<file path="src/rtl/fifo_rr_merge_arb.sv">
// Round-robin, burst-locked merge of NREQ upstream FIFO2 dequeue ports into one
// downstream FIFO2 enqueue port, with zero-latency data pass-through.
module fifo_rr_merge_arb #(
   parameter int unsigned NREQ      = 4,
   parameter int unsigned width     = 32,
   parameter int unsigned MAX_BURST = 4
) (
   input  logic                         CLK,
   input  logic                         RST,
   input  logic                         CLR,
   input  logic [NREQ-1:0]              src_EMPTY_N,
   input  logic [NREQ*width-1:0]        src_D_OUT,
   input  logic [NREQ-1:0]              src_LAST,
   output logic [NREQ-1:0]              src_DEQ,
   output logic [width-1:0]             dst_D_IN,
   output logic                         dst_ENQ,
   input  logic                         dst_FULL_N,
   output logic [((NREQ > 1) ? $clog2(NREQ) : 1)-1:0] grant_id,
   output logic                         busy
);

   localparam int unsigned GID_W = (NREQ > 1) ? $clog2(NREQ) : 1;
   localparam int unsigned PW    = GID_W + 1;
   localparam int unsigned CNT_W = $clog2(MAX_BURST) + 1;

   typedef enum logic {IDLE, GRANT} state_t;

   state_t             state_q, state_d;
   logic [GID_W-1:0]   ptr_q, ptr_d;
   logic [GID_W-1:0]   grant_id_q, grant_id_d;
   logic [CNT_W-1:0]   cnt_q, cnt_d;

   logic               owner_empty_n;
   logic               owner_last;
   logic               fire;
   logic               burst_end;
   logic [NREQ-1:0]    rot;
   logic               pick_found;
   logic [GID_W-1:0]   pick_idx;
   logic [PW-1:0]      pick_sum;
   logic [PW-1:0]      ptr_inc;

   // Owner view: head status and data of the current grant holder
   always_comb begin
      owner_empty_n = 1'b0;
      owner_last    = 1'b0;
      dst_D_IN      = '0;
      for (int unsigned i = 0; i < NREQ; i++) begin
         if (grant_id_q == GID_W'(i)) begin
            owner_empty_n = src_EMPTY_N[i];
            owner_last    = src_LAST[i];
            dst_D_IN      = src_D_OUT[i*width +: width];
         end
      end
   end

   assign fire      = owner_empty_n & dst_FULL_N;
   assign burst_end = owner_last | (cnt_q == CNT_W'(MAX_BURST - 1));

   // First non-empty requester at or after the pointer, searching upward mod NREQ
   assign rot = NREQ'({src_EMPTY_N, src_EMPTY_N} >> ptr_q);

   always_comb begin
      pick_found = 1'b0;
      pick_idx   = '0;
      pick_sum   = '0;
      for (int unsigned i = 0; i < NREQ; i++) begin
         if (!pick_found && rot[i]) begin
            pick_found = 1'b1;
            pick_sum   = PW'(ptr_q) + PW'(i);
            if (pick_sum >= PW'(NREQ)) pick_sum = pick_sum - PW'(NREQ);
            pick_idx   = GID_W'(pick_sum);
         end
      end
   end

   always_comb begin
      ptr_inc = PW'(grant_id_q) + PW'(1);
      if (ptr_inc == PW'(NREQ)) ptr_inc = '0;
   end

   // State register
   always_ff @(posedge CLK or posedge RST) begin
      if (RST) begin
         state_q    <= IDLE;
         ptr_q      <= '0;
         grant_id_q <= '0;
         cnt_q      <= '0;
      end else begin
         state_q    <= state_d;
         ptr_q      <= ptr_d;
         grant_id_q <= grant_id_d;
         cnt_q      <= cnt_d;
      end
   end

   // Next-state logic
   always_comb begin
      state_d    = state_q;
      ptr_d      = ptr_q;
      grant_id_d = grant_id_q;
      cnt_d      = cnt_q;
      if (CLR) begin
         state_d    = IDLE;
         ptr_d      = '0;
         grant_id_d = '0;
         cnt_d      = '0;
      end else begin
         case (state_q)
            IDLE: begin
               if (pick_found) begin
                  grant_id_d = pick_idx;
                  cnt_d      = '0;
                  state_d    = GRANT;
               end
            end
            GRANT: begin
               if (fire) begin
                  if (burst_end) begin
                     state_d = IDLE;
                     ptr_d   = GID_W'(ptr_inc);
                  end else begin
                     cnt_d = cnt_q + CNT_W'(1);
                  end
               end
            end
            default: state_d = IDLE;
         endcase
      end
   end

   // Outputs: strobes only in GRANT on a fire, suppressed by CLR
   always_comb begin
      busy    = (state_q == GRANT);
      dst_ENQ = busy & fire & ~CLR;
      src_DEQ = '0;
      for (int unsigned i = 0; i < NREQ; i++) begin
         src_DEQ[i] = dst_ENQ & (grant_id_q == GID_W'(i));
      end
   end

   assign grant_id = grant_id_q;

endmodule
</file>
<file path="config.mk">
export PLATFORM = sky130hd
export DESIGN_NAME = fifo_rr_merge_arb
export DESIGN_NICKNAME = d
export VERILOG_FILES = /design/src/rtl/fifo_rr_merge_arb.sv
export SDC_FILE = /design/constraint.sdc
export NUM_CORES = 1
export LEC_CHECK = 0
export CAP_MARGIN = 15
export CORE_AREA = 2 2 67 94
export CTS_CLUSTER_DIAMETER = 80
export DETAILED_ROUTE_END_ITERATION = 8
export DIE_AREA = 0 0 69 96
export PLACE_DENSITY_LB_ADDON = 0.12
export RECOVER_POWER = 100
export SLEW_MARGIN = 20
export SYNTH_ARGS = -nofsm -noshare
export SYNTH_HDL_FRONTEND = slang
export SYNTH_SLANG_ARGS = --single-unit
</file>
<file path="constraint.sdc">
create_clock -name CLK -period 7.5 [get_ports CLK]
set_input_delay 2.25 -clock CLK [delete_from_list [all_inputs] [get_ports CLK]]
set_output_delay 2.25 -clock CLK [all_outputs]
set_load 0.05 [all_outputs]
</file>
==> results of run 1 <==
[layout by cell type (no fill, tap or decap)]
master                            Yosys  layout
sky130_fd_sc_hd__a2111o_1             1       1
sky130_fd_sc_hd__dfrtp_1              8       8
sky130_fd_sc_hd__mux2i_1              2       2
sky130_fd_sc_hd__inv_1                9       9
sky130_fd_sc_hd__o211ai_1             1       1
sky130_fd_sc_hd__ha_2                 0       2
sky130_fd_sc_hd__and3b_1              2       2
sky130_fd_sc_hd__a2111oi_0            0       1
sky130_fd_sc_hd__nand2_1             70      70
sky130_fd_sc_hd__clkdlybuf4s50_1      0     141
sky130_fd_sc_hd__nor4_2               1       1
sky130_fd_sc_hd__a211oi_1             1       1
sky130_fd_sc_hd__nand3_1              1       1
sky130_fd_sc_hd__nand3b_1            34      34
sky130_fd_sc_hd__o21ai_0             36      36
sky130_fd_sc_hd__nor3b_1              2       2
sky130_fd_sc_hd__or2_2                1       1
sky130_fd_sc_hd__buf_4                0       3
sky130_fd_sc_hd__o22ai_1              1       1
sky130_fd_sc_hd__nor4_1               2       2
sky130_fd_sc_hd__clkbuf_8             0       3
sky130_fd_sc_hd__a211o_1              1       1
sky130_fd_sc_hd__and2_1               5       5
sky130_fd_sc_hd__nor2_1               8       8
sky130_fd_sc_hd__a221o_1              2       2
sky130_fd_sc_hd__a21oi_1             71      71
sky130_fd_sc_hd__ha_1                 6       3
sky130_fd_sc_hd__ha_4                 0       1
sky130_fd_sc_hd__dlygate4sd3_1        0      38
[final timing paths]
check	slack [ns]	end	cells after the start	start
setup / recovery	0.43	src_DEQ[0]	6	src_EMPTY_N[0]
hold / removal	0.56	cnt_q[2]	2	cnt_q[2]
setup reg to reg	4.71	ptr_q[1]	7	grant_id[1]
hold reg to reg	0.56	cnt_q[2]	2	cnt_q[2]
max in group asynchronous	4.85	ptr_q[0]	2	RST
min in group asynchronous	2.40	cnt_q[0]	2	RST
[worst min-delay path, cell delays in order (launching register included)]
cell                      delay [ns]
sky130_fd_sc_hd__dfrtp_1        0.37
sky130_fd_sc_hd__o21ai_0        0.07
sky130_fd_sc_hd__o22ai_1        0.07
[state kept, by name, indices dropped and copies added (netlist names)]
signal and flops:
grant_id 2, ptr_q 2, cnt_q 3, busy 1
[area by class of cell]
| cell class | count | area share [%] |
|---|---|---|
| Timing Repair Buffer | 182 | 51.20 |
| Multi-Input combinational cell | 249 | 38.56 |
| Sequential cell | 8 | 5.650 |
| Tap cell | 70 | 2.472 |
| Clock buffer | 3 | 1.165 |
| Inverter | 9 | 0.9534 |
[report_power, final]
part / internal [W] / leakage (nW) / switching [W]
clock network: 0.0000350 / 0.0216 / 0.0000192
registers: 0.0000449 / 0.109 / 0.00000174
logic: 0.000135 / 1.18 / 0.000175
[routing by layer]
layer  up-vias  GRT usage (%)  part of all wire [%]
li1       1340              -                     -
met1      1179          31.25                    41
met2       122          39.74                    50
met3        11          3.979                   7.6
met4         0          4.085                   1.3
met5         -              0                     0
[through the flow]
stage | hold slack [ns] | utilization [%] | instance area (µm²) | instances | worst slack [ns]
after global placement | 0.5478 | 60.52 | 3498 | 518 | 0.6363
after detailed placement | 0.5467 | 60.52 | 3498 | 518 | 0.6210
final | 0.5566 | 61.30 | 3543 | 521 | 0.4264
after floorplan | 0.5084 | - | 1688 | 292 | 0.9514
after CTS | 0.5598 | 61.23 | 3540 | 521 | 0.6081
after global routing | 0.5995 | 61.30 | 3543 | 521 | 0.2488
[cells by family after synthesis]
group                      count (synthesis)  synth area share (%)
muxes                                      2                 1.186
buffers and inverters                     35                 7.857
DFF                                        8                 11.86
and+or+nand+nor                          126                 38.40
AOI/OAI and AO/OA                        115                 36.25
adders and majority gates                  6                 4.448
==> implementation parameters, run 1 <==
Parameter                              Value

Cells and area
  Fillers ... 549
  Footprint of the flip-flops and latches ... 200.2 µm²
  Post-synthesis to final-layout area growth ... 109.9%
  Area of the multi-input gates ... 1366 µm²
  Number of inserted diodes ... 0
  Net count reported at finish ... 599
  Share of cells above drive strength 1 ... 2.439%

Clock tree
  Setup bufs post-CTS ... 0
  Clock-pin slew on the worst setup and hold paths ... 0.05 ns
  Number of buffers on the longest clock path ... 2
  Deepest level of the CTS H-tree ... 1
  Worst skew pair latency ... 0.24 ns
  Number of clock sinks ... 8
  CTS tree ... done
  Number of buffers created by CTS ... 3
  Hold-fix buffer count after cts ... 0
  Post-CTS Resized ... 0
  Root buf cell ... sky130_fd_sc_hd__clkbuf_8

Die
  Effective utilization at floorplan ... 29.20%
  Core Region ... 5781 µm²
  Die outline width ... 69 µm
  Chip height ... 96 µm
  Std-Cell Rows ... 33
  Number of placed I/O pins ... 180
  Die footprint ... 6624 µm²

STA
  Setup repair after global routing missed its margin ... false
  Final-report setup violation count ... 0
  Clock Skews ... 0.004194 ns
  Slew margin rel. ... 39.69%
  Transition time at the pin with the least slew margin ... 0.8818 ns
  Crit path time final ... 7.074 ns
  Final worst-path cycle share ... 94.31%
  Pins Over Slew Limit ... 0
  Final hold violations ... 0
  Aggregate negative setup slack ... 0 ns
  Maximum clock rate ... 141.4 MHz

Setup path
  Endpoint arrival time on the critical path ... 4.82 ns
  Largest delay share family, worst path ... buffers and inverters
  Highest fanout seen on the critical path ... 8
  Critical Path, Cell by Cell ... clkdlybuf4s50_1 -> and3b_1 -> a2111oi_0 -> nor4_2 -> and2_1 -> clkdlybuf4s50_1
  CP Capture Type ... primary output
  Classification of the worst setup path ... in2out
  Required time at the endpoint of the critical path ... 5.25 ns
  Max stage delay cell, worst path ... sky130_fd_sc_hd__a2111oi_0
  Crit path buffers/inverters ... 2
  Element type at the critical path start ... primary input
  Most Frequent Cell on Critical Path ... sky130_fd_sc_hd__clkdlybuf4s50_1
  Slowest Stage Delay on Critical Path ... 0.77 ns

Synthesis
  Net count after synthesis ... 438
  Total number of yosys warnings ... 0
  Share of the synthesized area in the top cell type ... 21.05%
  Cell variety after synth ... 26
  Number of standard cells after synthesis ... 292
  Leading cell type by number of instances after synthesis ... sky130_fd_sc_hd__a21oi_1
  Seq/Total Area, Yosys ... 11.86%
  Post-Syn Area per Cell ... 5.780 µm²
  Count of flip-flops with a built-in enable after synthesis ... 0
  Seq cells post-synth ... 8
  Most area-hungry cell type in the Yosys netlist ... sky130_fd_sc_hd__a21oi_1
  Netlist Area Pre-Place ... 1688 µm²
  Leading cell types by total area after synthesis ... sky130_fd_sc_hd__a21oi_1, sky130_fd_sc_hd__nand2_1, sky130_fd_sc_hd__nand3b_1
  Fraction of registers with async set or reset after synthesis ... 100.0%
  Main synth FF type ... sky130_fd_sc_hd__dfrtp_1
  Top cells by count, synth ... sky130_fd_sc_hd__a21oi_1, sky130_fd_sc_hd__nand2_1, sky130_fd_sc_hd__o21ai_0

Route
  Count of routing violations after the opening detailed-route iteration ... 162
  Routed via count ... 2652
  Mean routed wirelength per cell ... 15.75 µm
  Post-route ant nets ... 0
  Wire length reported by the detailed router ... 8.204 mm
  Residual DRC count ... 0
  Pre-antenna DRT Iters ... 4
  Mean number of vias per cell ... 5.090

Global route
  Wire length of the first global-routing pass ... 12.60 mm
  Global route overflow ... 0
  GRT Resource Usage Total ... 23.29%
  Initial antenna violation count ... 0
  Maximum number of pins on one net before global-route repair ... 70
  Via count of the first global-routing pass ... 2284

Power and ir drop
  Leak pwr ... 1.311 nW
  Power density over cell area ... 116.0 nW/µm²
  VDD IR-drop max ... 0.08846 mV
  Sum of internal, switching and leakage power ... 0.0004109 W

Outcome
  Run status ... finished clean

Placed design
  Placer's final routability congestion estimate ... 0.8097
  Final HPWL from detailed placement ... 6.267 mm
  Port Buf Inserts ... 179

Flow run
  Count of max-cap constraint violations ... 0

Min path
  Worst min path class ... reg2reg
(Power assumes the default switching activity.)
==> run 2: changes to the inputs <==
GPL_TIMING_DRIVEN = 0   (was not set)
==> implementation parameters, run 2 (synthesis gave the netlist of run 1 again) <==
Parameter                              Value

Clock tree
  Number of buffers on the longest clock path ... 2 (unchanged)
  Post-CTS Resized ... 0 (unchanged)
  Setup bufs post-CTS ... 0 (unchanged)
  Worst skew pair latency ... 0.23 ns (about the same)
  Number of clock sinks ... 8 (unchanged)
  Root buf cell ... sky130_fd_sc_hd__clkbuf_8
  Number of buffers created by CTS ... 3 (unchanged)
  Hold-fix buffer count after cts ... 0 (unchanged)
  Deepest level of the CTS H-tree ... 1 (unchanged)
  CTS tree ... done
  Clock-pin slew on the worst setup and hold paths ... 0.04 ns (about the same)

Cells and area
  Total non-filler cell area in the finished layout ... 3598 µm² (+1.6%)
  Post-synthesis to final-layout area growth ... 113.2%
  Footprint of the flip-flops and latches ... 200.2 µm² (unchanged)
  Util after Layout ... 62.25% (+0.95 points)
  Fillers ... 583 (+6.2%)
  Final cell count without fillers ... 543 (+4.2%)
  Area of the multi-input gates ... 1355 µm² (-0.82%)
  Most common library cell in the layout ignoring fill and taps ... sky130_fd_sc_hd__clkdlybuf4s50_1
  Most frequent cells in the layout ... sky130_fd_sc_hd__clkdlybuf4s50_1, sky130_fd_sc_hd__a21oi_1, sky130_fd_sc_hd__nand2_1
  Net count reported at finish ... 621 (+3.7%)
  Largest register FFs ... 3 (unchanged)
  Share of cells above drive strength 1 ... 1.480% (-0.96 points)
  Register ranked first by flip-flop count ... cnt_q
  Number of inserted diodes ... 0 (unchanged)

Route
  Pre-antenna DRT Iters ... 4 (unchanged)
  Mean routed wirelength per cell ... 16.43 µm (+4.3%)
  Mean number of vias per cell ... 5.138 (+0.94%)
  Residual DRC count ... 0 (unchanged)
  Top routing layer in use ... met4
  Wire length reported by the detailed router ... 8.919 mm (+8.7%)
  Count of routing violations after the opening detailed-route iteration ... 192 (+19%)
  DR WL met3 ... 626 µm (+0.48%)
  Routed via count ... 2790 (+5.2%)
  Sum of routed wire segments on met1 ... 3.686 mm (+8.3%)
  Post-route ant nets ... 0 (unchanged)
  Routed wire length on met2 ... 4.484 mm (+10%)

Global route
  Wire length of the first global-routing pass ... 13.70 mm (+8.8%)
  Via count of the first global-routing pass ... 2547 (+12%)
  Initial antenna violation count ... 0 (unchanged)
  Global route overflow ... 0 (unchanged)
  GRT Resource Usage Total ... 25.58% (+2.3 points)
  Maximum number of pins on one net before global-route repair ... 11 (-84%)

Setup path
  Cell count of the worst reg-to-reg path ... 8 (+1)
  Element type at the critical path start ... primary input
  CP Capture Type ... primary output
  Highest fanout seen on the critical path ... 8 (unchanged)
  Register-to-Register Setup Slack ... 5.28 ns (+0.57 ns)
  Required time at the endpoint of the critical path ... 5.25 ns (about the same)
  Endpoint arrival time on the critical path ... 4.87 ns (+0.05 ns)
  Worst setup startpoint ... src_EMPTY_N[3]
  End of the worst register-to-register path ... ptr_q[0]
  Classification of the worst setup path ... in2out
  Critical register-to-register path startpoint ... grant_id[0]

Die
  Core Region ... 5781 µm² (unchanged)
  Std-Cell Rows ... 33 (unchanged)
  Chip height ... 96 µm (unchanged)
  Number of placed I/O pins ... 180 (unchanged)
  Die outline width ... 69 µm (unchanged)
  Die footprint ... 6624 µm² (unchanged)
  Effective utilization at floorplan ... 29.20% (unchanged)

STA
  Min setup slack post-route ... 0.3834 ns (-0.04302 ns)
  Clock Skews ... 0.001101 ns (-0.003093 ns)
  Transition time at the pin with the least slew margin ... 0.6452 ns (-0.2366 ns)
  Final-report setup violation count ... 0 (unchanged)
  Pins Over Slew Limit ... 0 (unchanged)
  Crit path time final ... 7.117 ns (+0.04302 ns)
  Final worst-path cycle share ... 94.89% (+0.57 points)
  Slew margin rel. ... 56.63% (+17 points)
  Final hold violations ... 0 (unchanged)
  Setup repair after global routing missed its margin ... false
  Aggregate negative setup slack ... 0 ns (unchanged)
  Maximum clock rate ... 140.5 MHz (-0.60%)

Placed design
  Placer's final routability congestion estimate ... 0.8865 (+9.5%)
  Post-detailed-placement cell area ... 3557 µm² (+1.7%)
  Port Buf Inserts ... 178 (-0.56%)
  Final HPWL from detailed placement ... 7.172 mm (+14%)
  Worst slack after detailed placement ... 0.5481 ns (-0.07291 ns)
  Count of placed standard cells including taps ... 540 (+4.2%)

Min path
  Critical hold path startpoint ... cnt_q[2]
  Min-Delay Path Depth ... 2 (unchanged)
  Destination of the worst hold path ... cnt_q[2]
  Worst min path class ... reg2reg

Power and ir drop
  Power density over cell area ... 114.1 nW/µm² (-1.6%)
  VDD IR-drop max ... 0.09696 mV (+9.6%)
  Leak pwr ... 1.344 nW (+2.5%)

Flow run
  Count of max-cap constraint violations ... 0 (unchanged)

Outcome
  Run status ... finished clean
==> run 2: cell types whose count changed in the layout (fill, tap and decap cells not counted), sizes merged <==
cell           previous run  this run
dlygate4sd3              38        44
clkbuf                    3        24
buf                       3         5
clkdlybuf4s50           141       134
==> run 2: layer usage <==
metal	track usage [%]	vias to the layer above
met1	31.92	1274
li1	-	1384
met5	0	-
met3	4.921	10
met4	6.046	0
met2	45.51	122
==> run 2: worst max-delay path, cell delays in order <==
cell	delay [ns]
sky130_fd_sc_hd__dlygate4sd3_1	0.57
sky130_fd_sc_hd__inv_1	0.07
sky130_fd_sc_hd__a221o_1	0.38
sky130_fd_sc_hd__nor4_2	0.50
sky130_fd_sc_hd__and2_1	0.22
sky130_fd_sc_hd__dlygate4sd3_1	0.88
==> run 2: final cells by class <==
| cell class | instances | share of cell area [%] |
|---|---|---|
| buffer | 26 | 2.747 |
| clock buffer | 3 | 1.147 |
| inverter | 9 | 0.9388 |
| multi-input combinational | 249 | 37.66 |
| sequential | 8 | 5.563 |
| tap | 70 | 2.434 |
| timing repair buffer | 178 | 49.51 |
==> run 2: metrics by stage <==
| step | total power (W) | hold slack, ns |
|---|---|---|
| detailed placement | 0.0003721 | 0.5597 |
| CTS | 0.0004250 | 0.5670 |
| floorplan | 0.0002256 | 0.5084 |
| global placement | 0.0003695 | 0.5352 |
| global route | 0.0004360 | 0.5948 |
| finish | 0.0004107 | 0.5632 |
==> run 2: worst max-delay path by stage <==
| stage | end | slack [ns] |
|---|---|---|
| 2_1_floorplan | src_DEQ[0] | 0.95 |
| 3_3_place_gp | src_DEQ[0] | 0.56 |
| 3_5_place_dp | src_DEQ[3] | 0.55 |
| 4_1_cts | src_DEQ[3] | 0.53 |
| 5_1_grt | src_DEQ[3] | 0.21 |
| 6_report | src_DEQ[3] | 0.38 |
==> run 2: report_power, final <==
part / switching [W] / total, W / internal, W
clock network: 0.0000158 / 0.0000505 / 0.0000347
logic: 0.000178 / 0.000314 / 0.000136
registers: 0.00000155 / 0.0000465 / 0.0000449
==> run 3: changes to the inputs <==
CORE_AREA = 2 2 68 96   (was 2 2 67 94)
DIE_AREA = 0 0 70 98   (was 0 0 69 96)
clock period = 7.15 ns   (was 7.5 ns; I/O delays follow)
==> implementation parameters, run 3 (synthesis gave the netlist of run 1 again) <==
Parameter                              Value

Outcome
  Run status ... finished clean

Global route
  Initial antenna violation count ... 0 (unchanged)
  Via count of the first global-routing pass ... 2749 (+7.9%)
  Wire length of the first global-routing pass ... 14.03 mm (+2.4%)
  GRT Resource Usage Total ... 24.85% (-0.73 points)
  Maximum number of pins on one net before global-route repair ... 11 (unchanged)
  Global route overflow ... 0 (unchanged)

Placed design
  Final HPWL from detailed placement ... 7.063 mm (-1.5%)
  Placer's final routability congestion estimate ... 0.8503 (-4.1%)
  Port Buf Inserts ... 178 (unchanged)
  Worst slack after detailed placement ... 0.4350 ns (-0.1131 ns)

Route
  Routed via count ... 2728 (-2.2%)
  Mean number of vias per cell ... 5.006 (-2.6%)
  Mean routed wirelength per cell ... 15.98 µm (-2.7%)
  Count of routing violations after the opening detailed-route iteration ... 148 (-23%)
  Wire length reported by the detailed router ... 8.707 mm (-2.4%)
  Post-route ant nets ... 0 (unchanged)
  Residual DRC count ... 0 (unchanged)
  Pre-antenna DRT Iters ... 4 (unchanged)

Setup path
  Register-to-Register Setup Slack ... 4.97 ns (-0.31 ns)
  CP Capture Type ... primary output
  Crit path buffers/inverters ... 3 (unchanged)
  Endpoint arrival time on the critical path ... 4.67 ns (-0.20 ns)
  Element type at the critical path start ... primary input
  Max stage delay cell, worst path ... sky130_fd_sc_hd__clkdlybuf4s50_1
  Classification of the worst setup path ... in2out
  Required time at the endpoint of the critical path ... 5.01 ns (-0.24 ns)
  Highest fanout seen on the critical path ... 8 (unchanged)
  Slowest Stage Delay on Critical Path ... 0.80 ns (-0.08 ns)
  Largest delay share family, worst path ... buffers and inverters
  Critical Path, Cell by Cell ... dlygate4sd3_1 -> inv_1 -> a221o_1 -> nor4_2 -> and2_1 -> clkdlybuf4s50_1

Cells and area
  Most frequent cells in the layout ... sky130_fd_sc_hd__clkdlybuf4s50_1, sky130_fd_sc_hd__a21oi_1, sky130_fd_sc_hd__nand2_1
  Number of inserted diodes ... 0 (unchanged)
  Share of cells above drive strength 1 ... 1.480% (unchanged)
  Most common library cell in the layout ignoring fill and taps ... sky130_fd_sc_hd__clkdlybuf4s50_1
  Post-synthesis to final-layout area growth ... 113.3% (about the same)
  Net count reported at finish ... 621 (unchanged)
  Register ranked first by flip-flop count ... cnt_q
  Largest register FFs ... 3 (unchanged)

Die
  Core Region ... 6041 µm² (+4.5%)
  Die footprint ... 6860 µm² (+3.6%)
  Effective utilization at floorplan ... 27.94% (-1.3 points)
  Die outline width ... 70 µm (+1.4%)
  Std-Cell Rows ... 34 (+3.0%)
  Chip height ... 98 µm (+2.1%)
  Number of placed I/O pins ... 180 (unchanged)

Min path
  Worst min path class ... reg2reg

Power and ir drop
  Sum of internal, switching and leakage power ... 0.0004320 W (+5.2%)
  Leak pwr ... 1.330 nW (-1.0%)
  Power density over cell area ... 120.0 nW/µm² (+5.1%)
  VDD IR-drop max ... 0.1124 mV (+16%)

STA
  Pins Over Slew Limit ... 0 (unchanged)
  Aggregate negative setup slack ... 0 ns (unchanged)
  Final worst-path cycle share ... 95.31%
  Maximum clock rate ... 146.7 MHz
  Transition time at the pin with the least slew margin ... 0.6123 ns (-0.03293 ns)
  Slew margin rel. ... 58.84% (+2.2 points)
  Final hold violations ... 0 (unchanged)
  Crit path time final ... 6.815 ns
  Min setup slack post-route ... 0.3355 ns (-0.04792 ns)
  Final-report setup violation count ... 0 (unchanged)
  Clock Skews ... 0.002127 ns (+0.001026 ns)
  Setup repair after global routing missed its margin ... false

Clock tree
  Root buf cell ... sky130_fd_sc_hd__clkbuf_8
  Deepest level of the CTS H-tree ... 1 (unchanged)
  Clock-pin slew on the worst setup and hold paths ... 0.04 ns (about the same)
  Number of buffers created by CTS ... 3 (unchanged)
  CTS tree ... done
  Number of clock sinks ... 8 (unchanged)
  Worst skew pair latency ... 0.23 ns (about the same)
  Hold-fix buffer count after cts ... 0 (unchanged)
  Post-CTS Resized ... 0 (unchanged)
  Number of buffers on the longest clock path ... 2 (unchanged)
  Setup bufs post-CTS ... 0 (unchanged)

Flow run
  Count of max-cap constraint violations ... 0 (unchanged)
[run 3: area by class of cell]
cell class | instances | area, µm²
fill | 608 | 2440
timing repair buffer | 178 | 1782
multi-input combinational | 249 | 1355
sequential | 8 | 200.2
buffer | 26 | 98.84
tap | 72 | 90.09
clock buffer | 3 | 41.29
inverter | 9 | 33.78
[run 3: layer usage]
layer | vias to the layer above | global-route usage (%) | part of all wire (%)
li1 | 1382 | - | -
met1 | 1222 | 31.55 | 41
met2 | 111 | 43.81 | 50
met3 | 13 | 4.128 | 7.5
met4 | 0 | 5.473 | 1.7
met5 | - | 0 | 0
[run 3: metrics by stage]
step | hold WS [ns] | instance area, µm² | utilization, % | instances
2_1_floorplan | 0.5084 | 1688 | - | 292
3_3_place_gp | 0.5339 | 3560 | 58.93 | 542
3_5_place_dp | 0.5534 | 3560 | 58.93 | 542
4_1_cts | 0.5592 | 3601 | 59.61 | 545
5_1_grt | 0.5993 | 3601 | 59.61 | 545
6_report | 0.5535 | 3601 | 59.61 | 545
[run 3: final timing paths]
check / cells after the start / endpoint / from
worst max register to register: 8 / ptr_q[1] / grant_id[0]
worst min register to register: 2 / cnt_q[2] / cnt_q[2]
worst max-delay path: 6 / src_DEQ[2] / src_EMPTY_N[3]
min in group asynchronous: 2 / cnt_q[2] / RST
worst min-delay path: 2 / cnt_q[2] / cnt_q[2]
max in group asynchronous: 2 / ptr_q[1] / RST
[run 3: power by group]
| group | total (W) | internal, W | switching (W) |
|---|---|---|---|
| Combinational | 0.000329 | 0.000142 | 0.000187 |
| Sequential | 0.0000487 | 0.0000471 | 0.00000163 |
| Clock | 0.0000539 | 0.0000364 | 0.0000175 |
| Total | 0.000432 | 0.000226 | 0.000206 |
[run 3: worst register-to-register path: cells and delay by family, from the launching register on]
kind                     cells  cell delay (ns)
buffers and inverters        2             0.26
adder cells (fa/ha/maj)      1             0.19
AO/OA/AOI/OAI                2             0.74
AND/OR/NAND/NOR              2             0.24
multiplexers                 1             0.20
flip-flops                   1             0.41
